==> config.mk <==
export PLATFORM = sky130hd
export DESIGN_NAME = single_min_max_scan
export DESIGN_NICKNAME = d
export VERILOG_FILES = /design/src/rtl/single_min_max_scan.sv
export SDC_FILE = /design/constraint.sdc
export NUM_CORES = 1
export LEC_CHECK = 0
export ABC_AREA = 1
export CAP_MARGIN = 0
export CORE_UTILIZATION = 30
export CTS_CLUSTER_SIZE = 30
export DETAILED_ROUTE_END_ITERATION = 12
export PLACE_DENSITY = 0.46
export SYNTH_ARGS = -nofsm -noshare
export SYNTH_HDL_FRONTEND = slang
export SYNTH_SLANG_ARGS = --single-unit
==> constraint.sdc <==
create_clock -name clk -period 7.37 [get_ports clk]
set_input_delay 0.737 -clock clk [delete_from_list [all_inputs] [get_ports clk]]
set_output_delay 0.737 -clock clk [all_outputs]
set_load 0.005 [all_outputs]
==> src/rtl/single_min_max_scan.sv <==
// Streaming min/max scan over IEEE-754 single-precision elements using one shared comparator.
// Optional abort input is enabled by defining SINGLE_MINMAX_ABORT_EN.

module single_less_than (
  input  logic [31:0] a,
  input  logic [31:0] b,
  output logic        lt
);

  // Sign-magnitude ordering: negatives reverse magnitude order, and -0.0 sorts below +0.0.
  always_comb begin
    lt = 1'b0;
    case ({a[31], b[31]})
      2'b00:   lt = (a[30:0] < b[30:0]);
      2'b01:   lt = 1'b0;
      2'b10:   lt = 1'b1;
      2'b11:   lt = (a[30:0] > b[30:0]);
      default: lt = 1'b0;
    endcase
  end

endmodule

module single_min_max_scan #(
  parameter int MAX_LEN = 256,
  parameter int CNT_W   = $clog2(MAX_LEN + 1),
  parameter int IDX_W   = $clog2(MAX_LEN)
) (
  input  logic             clk,
  input  logic             reset,
`ifdef SINGLE_MINMAX_ABORT_EN
  input  logic             abort,
`endif
  input  logic             start,
  input  logic [CNT_W-1:0] len,
  input  logic             in_valid,
  input  logic [31:0]      in_data,
  output logic             in_ready,
  output logic             busy,
  output logic             done,
  output logic             err_empty,
  output logic [31:0]      min_val,
  output logic [31:0]      max_val,
  output logic [IDX_W-1:0] min_idx,
  output logic [IDX_W-1:0] max_idx
);

  localparam logic [2:0] IDLE    = 3'd0;
  localparam logic [2:0] WAIT_IN = 3'd1;
  localparam logic [2:0] CMP_MIN = 3'd2;
  localparam logic [2:0] CMP_MAX = 3'd3;
  localparam logic [2:0] DONE    = 3'd4;

  localparam logic [CNT_W-1:0] MAX_LEN_C = CNT_W'(MAX_LEN);

  logic [2:0]       state;
  logic [CNT_W-1:0] count;
  logic [CNT_W-1:0] len_reg;
  logic [31:0]      hold_reg;
  logic [31:0]      cmp_a;
  logic [31:0]      cmp_b;
  logic             cmp_lt;
  logic             abort_hit;

`ifdef SINGLE_MINMAX_ABORT_EN
  assign abort_hit = abort && (state != IDLE);
`else
  assign abort_hit = 1'b0;
`endif

  assign in_ready = (state == WAIT_IN);
  assign busy     = (state != IDLE);
  assign done     = (state == DONE);

  // Operand steering for the single shared comparator.
  always_comb begin
    cmp_a = 32'h0000_0000;
    cmp_b = 32'h0000_0000;
    case (state)
      CMP_MIN: begin
        cmp_a = hold_reg;
        cmp_b = min_val;
      end
      CMP_MAX: begin
        cmp_a = max_val;
        cmp_b = hold_reg;
      end
      default: begin
        cmp_a = 32'h0000_0000;
        cmp_b = 32'h0000_0000;
      end
    endcase
  end

  single_less_than u_lt (
    .a  (cmp_a),
    .b  (cmp_b),
    .lt (cmp_lt)
  );

  // Scan control and result registers; results persist until the next accepted start.
  always_ff @(posedge clk or posedge reset) begin
    if (reset) begin
      state     <= IDLE;
      count     <= '0;
      len_reg   <= '0;
      hold_reg  <= 32'h0000_0000;
      min_val   <= 32'h0000_0000;
      max_val   <= 32'h0000_0000;
      min_idx   <= '0;
      max_idx   <= '0;
      err_empty <= 1'b0;
    end else if (abort_hit) begin
      state <= IDLE;
    end else begin
      case (state)
        IDLE: begin
          if (start) begin
            count <= '0;
            if (len == '0) begin
              err_empty <= 1'b1;
              state     <= DONE;
            end else begin
              err_empty <= 1'b0;
              len_reg   <= (len > MAX_LEN_C) ? MAX_LEN_C : len;
              state     <= WAIT_IN;
            end
          end
        end
        WAIT_IN: begin
          if (in_valid) begin
            hold_reg <= in_data;
            count    <= count + CNT_W'(1);
            if (count == '0) begin
              min_val <= in_data;
              max_val <= in_data;
              min_idx <= '0;
              max_idx <= '0;
              state   <= (len_reg == CNT_W'(1)) ? DONE : WAIT_IN;
            end else begin
              state <= CMP_MIN;
            end
          end
        end
        CMP_MIN: begin
          if (cmp_lt) begin
            min_val <= hold_reg;
            min_idx <= IDX_W'(count - CNT_W'(1));
          end
          state <= CMP_MAX;
        end
        CMP_MAX: begin
          if (cmp_lt) begin
            max_val <= hold_reg;
            max_idx <= IDX_W'(count - CNT_W'(1));
          end
          state <= (count == len_reg) ? DONE : WAIT_IN;
        end
        DONE:    state <= IDLE;
        default: state <= IDLE;
      endcase
    end
  end

endmodule

==> Yosys cells after proc, flatten, opt, wreduce, memory -nomap -nowiden <==
Cells that the tools add are included.
{ "op_classes": {"addsub": 2, "n_lt_le_gt_ge": 3, "n_eq_ne": 14, "muxes": 25, "n_bitwise": 1, "reduce_logical": 15} }
{ "ops": {"columns": ["operator", "count"], "rows": [
  ["$pmux W32 S2", 4],
  ["$mux W32", 3],
  ["$pmux W8 S2", 2],
  ["$gt A31 B31 Y1", 1],
  ["$lt A31 B31 Y1", 1],
  ["$mux W9", 3],
  ["$mux W8", 3],
  ["$logic_not A9 Y1", 2],
  ["$mux W3", 6],
  ["$pmux W9 S2", 1],
  ["$pmux W3 S4", 1],
  ["$add A9 B1 Y9 const B", 1],
  ["$eq A9 B1 Y1 const B", 1],
  ["$eq A9 B9 Y1", 1],
  ["$gt A9 B9 Y1 const B", 1],
  ["$ne A2 B2 Y1 const B", 4],
  ["$reduce_and A4 Y1", 2],
  ["$sub A8 B1 Y8 const B", 1],
  ["$eq A3 B2 Y1 const B", 2],
  ["$reduce_and A2 Y1", 3],
  ["$reduce_and A3 Y1", 2],
  ["$reduce_bool A2 Y1", 3],
  ["$eq A2 B2 Y1 const B", 2],
  ["$pmux W1 S4", 1],
  ["9 further kinds", 9]
]} }
{ "totals": {"ff_bits": 134, "input_bits": 45, "out_inout_bits": 84, "wordCells": 69} }

==> Logic depth before layout (Yosys ltp) <==
{ "logic_depth": {"word_depth": 6, "mapped_depth": 25, "mapped_depth_nobuf": 22} }

==> By module <==
Synthesis repeated with hierarchy kept, for this count alone.
{ "hier_totals": {"hier_cells": 1121, "area_unflattened_um2": 7863.8} }
{ "modules_own_cells": {"columns": ["mod", "instances", "cells_each", "area_each_um2", "seq_area_each_um2"], "rows": [
  ["single_min_max_scan", 1, 962, 6954.2, 3353.2],
  ["single_less_than", 1, 159, 909.6, 0.0]
]} }

==> Worst setup path before layout <==
Ideal clock, no wire load.
{ "synth_timing": {"kind": "reg-to-reg", "from": "reg state[1]", "to": "reg max_val[16]", "setup_ns": 0.124, "arrival_ns": 2.932, "required_time_ns": 7.246, "setup_slack_ns": 4.314, "stages_incl_launch_ff": 25, "path_buffers": 5, "synth_period_minus_slack_ns": 3.056, "path_cell_list": "dfrtp_1 > inv_2 > nor3_2 > buf_2 > buf_2 > buf_2 > a21oi_1 > ha_1 > nand2_1 > nor2_1 > nand3_1 > nor2_1 > nand2_1 > nand2_1 > nand2_1 > nand2_1 > nand2_1 > nand2_1 > nand2_1 > nand2_1 > nand2_2 > buf_6 > buf_6 > nand2_1 > nand2_1"} }
{ "synth_between": {"elab_chain_len": 6, "word_cells_on_any_way": 18, "cone_classes": "order compare (2); eq/ne (9); mux (4); reduce/logical (3)"} }
{ "synth_rtl": {"columns": ["item", "line", "source"], "rows": [
  ["from (decl)", "56", "logic [2:0] state;"],
  ["from (signal assigned)", "139", "state <= (len_reg == CNT_W'(1)) ? DONE : WAIT_IN;"],
  ["from (signal assigned)", "157", "state <= (count == len_reg) ? DONE : WAIT_IN;"],
  ["$eq A3 B2 Y1 (on tied branches)", "79, 116", null],
  ["$pmux W32 S2", "79", "case (state)"],
  ["$gt A31 B31 Y1 (tied with other cells)", "17", "2'b11: lt = (a[30:0] > b[30:0]);"],
  ["$pmux W1 S4", "13", "case ({a[31], b[31]})"],
  ["$ne A2 B2 Y1 (no source line)", null, null],
  ["$reduce_and A4 Y1 (no source line)", null, null],
  ["to (signal assigned)", "136", "max_val <= in_data;"],
  ["to (signal assigned)", "154", "max_val <= hold_reg;"],
  ["to (decl)", "43", "output logic [31:0] max_val,"]
]} }
Several ways; a longest one is shown, not always the timed one.
A chain may end at the register's enable or synchronous reset.

==> Worst setup path after layout <==
{ "layout_timing": {"from": "reg state[1]", "to": "reg max_idx[4]"} }
{ "layout_between": {"elab_chain_len": 6, "word_cells_on_any_way": 18, "cone_classes": "order compare (2); eq/ne (9); mux (4); reduce/logical (3)"} }
{ "layout_rtl": {"columns": ["item", "line", "source"], "rows": [
  ["$eq A3 B2 Y1 (on tied branches)", "79, 116", null],
  ["$pmux W32 S2", "79", null],
  ["$gt A31 B31 Y1 (tied with other cells)", "17", null],
  ["$pmux W1 S4", "13", null],
  ["$ne A2 B2 Y1 (no source line)", null, null],
  ["$reduce_and A4 Y1 (no source line)", null, null],
  ["to (signal assigned)", "155", "max_idx <= IDX_W'(count - CNT_W'(1));"],
  ["to (decl)", "45", "output logic [IDX_W-1:0] max_idx"]
]} }
Several ways; a longest one is shown, not always the timed one.

==> results.sh <==
export IMPL_status="completed"
export IMPL_yosysSeqAreaShare=0.430
export IMPL_setup_worst_path_start="state[1]$_DFFE_PP0P_"
export IMPL_antenna_left=0
export IMPL_reg2reg_to="max_idx[4]$_DFFE_PP0P_"
export IMPL_cp_required_ns=7.68
export IMPL_die_area_um2=26600
export IMPL_cts_hold_buf=0
export IMPL_setup_viol=0
export IMPL_layout_common_cells="367 x nand2_1, 134 x dfrtp_1, 128 x clkdlybuf4s50_1"
export IMPL_r2r_start="state[1]$_DFFE_PP0P_"
export IMPL_wl_per_cell_um=16.3
export IMPL_drv_slew=0
export IMPL_cts_setup_buffers=0
export IMPL_start_util=0.308
export IMPL_vias=7217
export IMPL_arrival_ns=4.75
export IMPL_numPortBuffers=128
export IMPL_netlist_area_um2=7790
export IMPL_cts_buffer_depth=2
export IMPL_core_um2=25300
export IMPL_hold_viol_final=0
export IMPL_tightest_slew_ns=1.15
export IMPL_grt_pass1_wl_um=39700
export IMPL_synth_seq_cells=134
export IMPL_hp_class="flop to flop"
export IMPL_clk_latency_ns=0.42
export IMPL_fp_dieW_um=163
export IMPL_cts_resized=0
export IMPL_synth_edf_count=0
export IMPL_cts_num_sinks=134
export IMPL_fp_dieH_um=163
export IMPL_first_global_vias=7145
export IMPL_vias_per_cell=4.78
export IMPL_htree_levels=4
export IMPL_first_pass_iters=5
export IMPL_fin_crit_sh=0.602
export IMPL_core_rowCount=58
export IMPL_drv_cap=0
export IMPL_cp_endpoint="max_idx[4]$_DFFE_PP0P_"
export IMPL_globalplace_congestion=0.801
export IMPL_ir_drop_v=0.000190
export IMPL_leakage_nw=4.81
export IMPL_grt_use_total=0.193
export IMPL_synth_top_family_by_area="simple AND/OR/NAND/NOR gates"
export IMPL_fin_worst_skew_ns=0.00796
export IMPL_syn2layout_area_growth_pct=26.5
export IMPL_rrSetupSlack_ns=2.93
export IMPL_critical_path_max_fanout=75
export IMPL_nets=1247
export IMPL_mostFrequentLayoutCell="nand2_1"
export IMPL_synthSimpleGateAreaFrac=0.295
export IMPL_overflow=0
export IMPL_cts_buffers=17
export IMPL_synth_xor_area_frac=0.0124
export IMPL_critical_path_class="flop to flop"
export IMPL_synthArstFlopShare=1.00
export IMPL_synth_ff_type="dfrtp_1"
export IMPL_fmax_mhz=225
export IMPL_cellPowerDensity_nw_per_um2=449
export IMPL_endpoint_kind="flop"
export IMPL_synth_fa_ha_area_frac=0.0530
export IMPL_cts_tree="done"
export IMPL_synth_area_per_cell_um2=7.28
export IMPL_slew_headroom=0.231
export IMPL_utilization=0.389
export IMPL_setup_tns_final_ns=0
export IMPL_route_detailed_drc=0
export IMPL_cts_clk_slew_worst_paths_ns=0.05
export IMPL_wl_um=24600
export IMPL_fin_hold_ws_ns=0.477
export IMPL_placed_cells=1480
export IMPL_ys_warn_count=0
export IMPL_rsz0062_at_grt="no"
export IMPL_drt_iter0_drc=391
export IMPL_synth_compound_area_share=0.121
export IMPL_post_synth_inst_count=1070
export IMPL_dp_hpwl_um=15900
export IMPL_cp_start_kind="flop"
export IMPL_reg2reg_depth=21
export IMPL_ios=129
export IMPL_drive_gt1_frac=0.0449
export IMPL_post_dp_cell_area_um2=9310
export IMPL_synthMuxAreaShare=0
export IMPL_finalCriticalPeriod_ns=4.44
export IMPL_yosysUniqueCellTypes=31
export IMPL_syn_nets=1148
export IMPL_final_cells=1510
export IMPL_clock_root_buffer="clkbuf_16"
export IMPL_final_cell_area_um2=9860
export IMPL_diodes=0
export IMPL_grt_antenna_before_repair=0
export IMPL_grt_max_degree=76
## area by class of cell
type | count | area (um^2)
clock buffers | 26 | 499
clock inverters | 4 | 45.0
fillers | 2633 | 15500
inverters | 113 | 429
multi-input cells | 766 | 3770
flip-flops and latches | 134 | 3350
well taps | 330 | 413
repair buffers | 137 | 1350
## cells in the mapped netlist (2+ instances only)
cell type,instances,area (um^2)
clkbuf_1,26,97.6
buf_1,3,11.3
o21a_1,2,15.0
nor2_1,88,330
o211ai_1,30,225
buf_2,25,125
o21ai_0,77,385
a21oi_1,48,240
nand2_1,367,1380
nor3_1,18,90.1
o21ai_1,8,40.0
xor2_1,10,87.6
nand2_2,2,12.5
ha_1,33,413
dfrtp_1,134,3350
a21o_1,2,15.0
inv_1,105,394
nor2_4,2,22.5
nor3_2,3,30.0
inv_2,8,30.0
nand4_1,49,307
nand3_1,17,85.1
nor4_1,3,18.8
buf_6,3,33.8
## report_power, final
group / total, mW / switching (mW) / internal (mW)
registers: 1.36 / 0.282 / 1.08
logic: 2.26 / 1.37 / 0.889
clock network: 0.811 / 0.316 / 0.495
## stage by stage
step,total power [mW],setup WS (ns)
2_1_floorplan,2.68,3.05
3_3_place_gp,3.65,2.89
6_report,4.43,2.93
5_1_grt,4.84,2.31
4_1_cts,4.49,2.85
3_5_place_dp,3.66,2.86
## per-layer routing
| metal | vias up | share of wire | global-route usage |
|---|---|---|---|
| met2 | 183 | 0.46 | 0.308 |
| met4 | 0 | 0.0098 | 0.0467 |
| li1 | 3671 | - | - |
| met5 | - | 0 | 0 |
| met3 | 22 | 0.040 | 0.0289 |
| met1 | 3341 | 0.49 | 0.272 |
## logic make-up after synthesis
kind of cell,Yosys count
and+or+nand+nor,552
adders and majority gates,33
xor gates and xnor gates,11
DFF,134
AOI/OAI and AO/OA,170
buffers and inverters,170
## worst max-delay path, stage by stage, from the launching register on
cell and delay (ns):
dfrtp_1 0.47, inv_2 0.10, nor3_4 0.12, buf_4 0.68, nand2_1 0.10, nand2_1 0.10, ha_1 0.15, nand2_1 0.07
nor2_1 0.14, nand3_1 0.08, nor2_1 0.20, nand2_1 0.08, nand2_1 0.08, nand2_1 0.05, nand2_1 0.09, nand2_1 0.06
nand2_1 0.05, nand2_1 0.06, nand2_1 0.06, buf_4 0.42, nand2_2 0.75, o21ai_1 0.38
## how the worst min path moves through the flow
stage	start	end	slack (ns)	depth (start not counted)
finish	min_idx[7]$_DFFE_PP0P_	min_idx[7]$_DFFE_PP0P_	0.48	2
global route	min_idx[4]$_DFFE_PP0P_	min_idx[4]$_DFFE_PP0P_	0.52	2
CTS	min_idx[7]$_DFFE_PP0P_	min_idx[7]$_DFFE_PP0P_	0.48	2
detailed placement	min_idx[7]$_DFFE_PP0P_	min_idx[7]$_DFFE_PP0P_	0.47	2
global placement	min_idx[3]$_DFFE_PP0P_	min_idx[3]$_DFFE_PP0P_	0.46	2
floorplan	min_idx[0]$_DFFE_PP0P_	min_idx[0]$_DFFE_PP0P_	0.47	2
No activity file was read; power rests on OpenSTA's default activity.
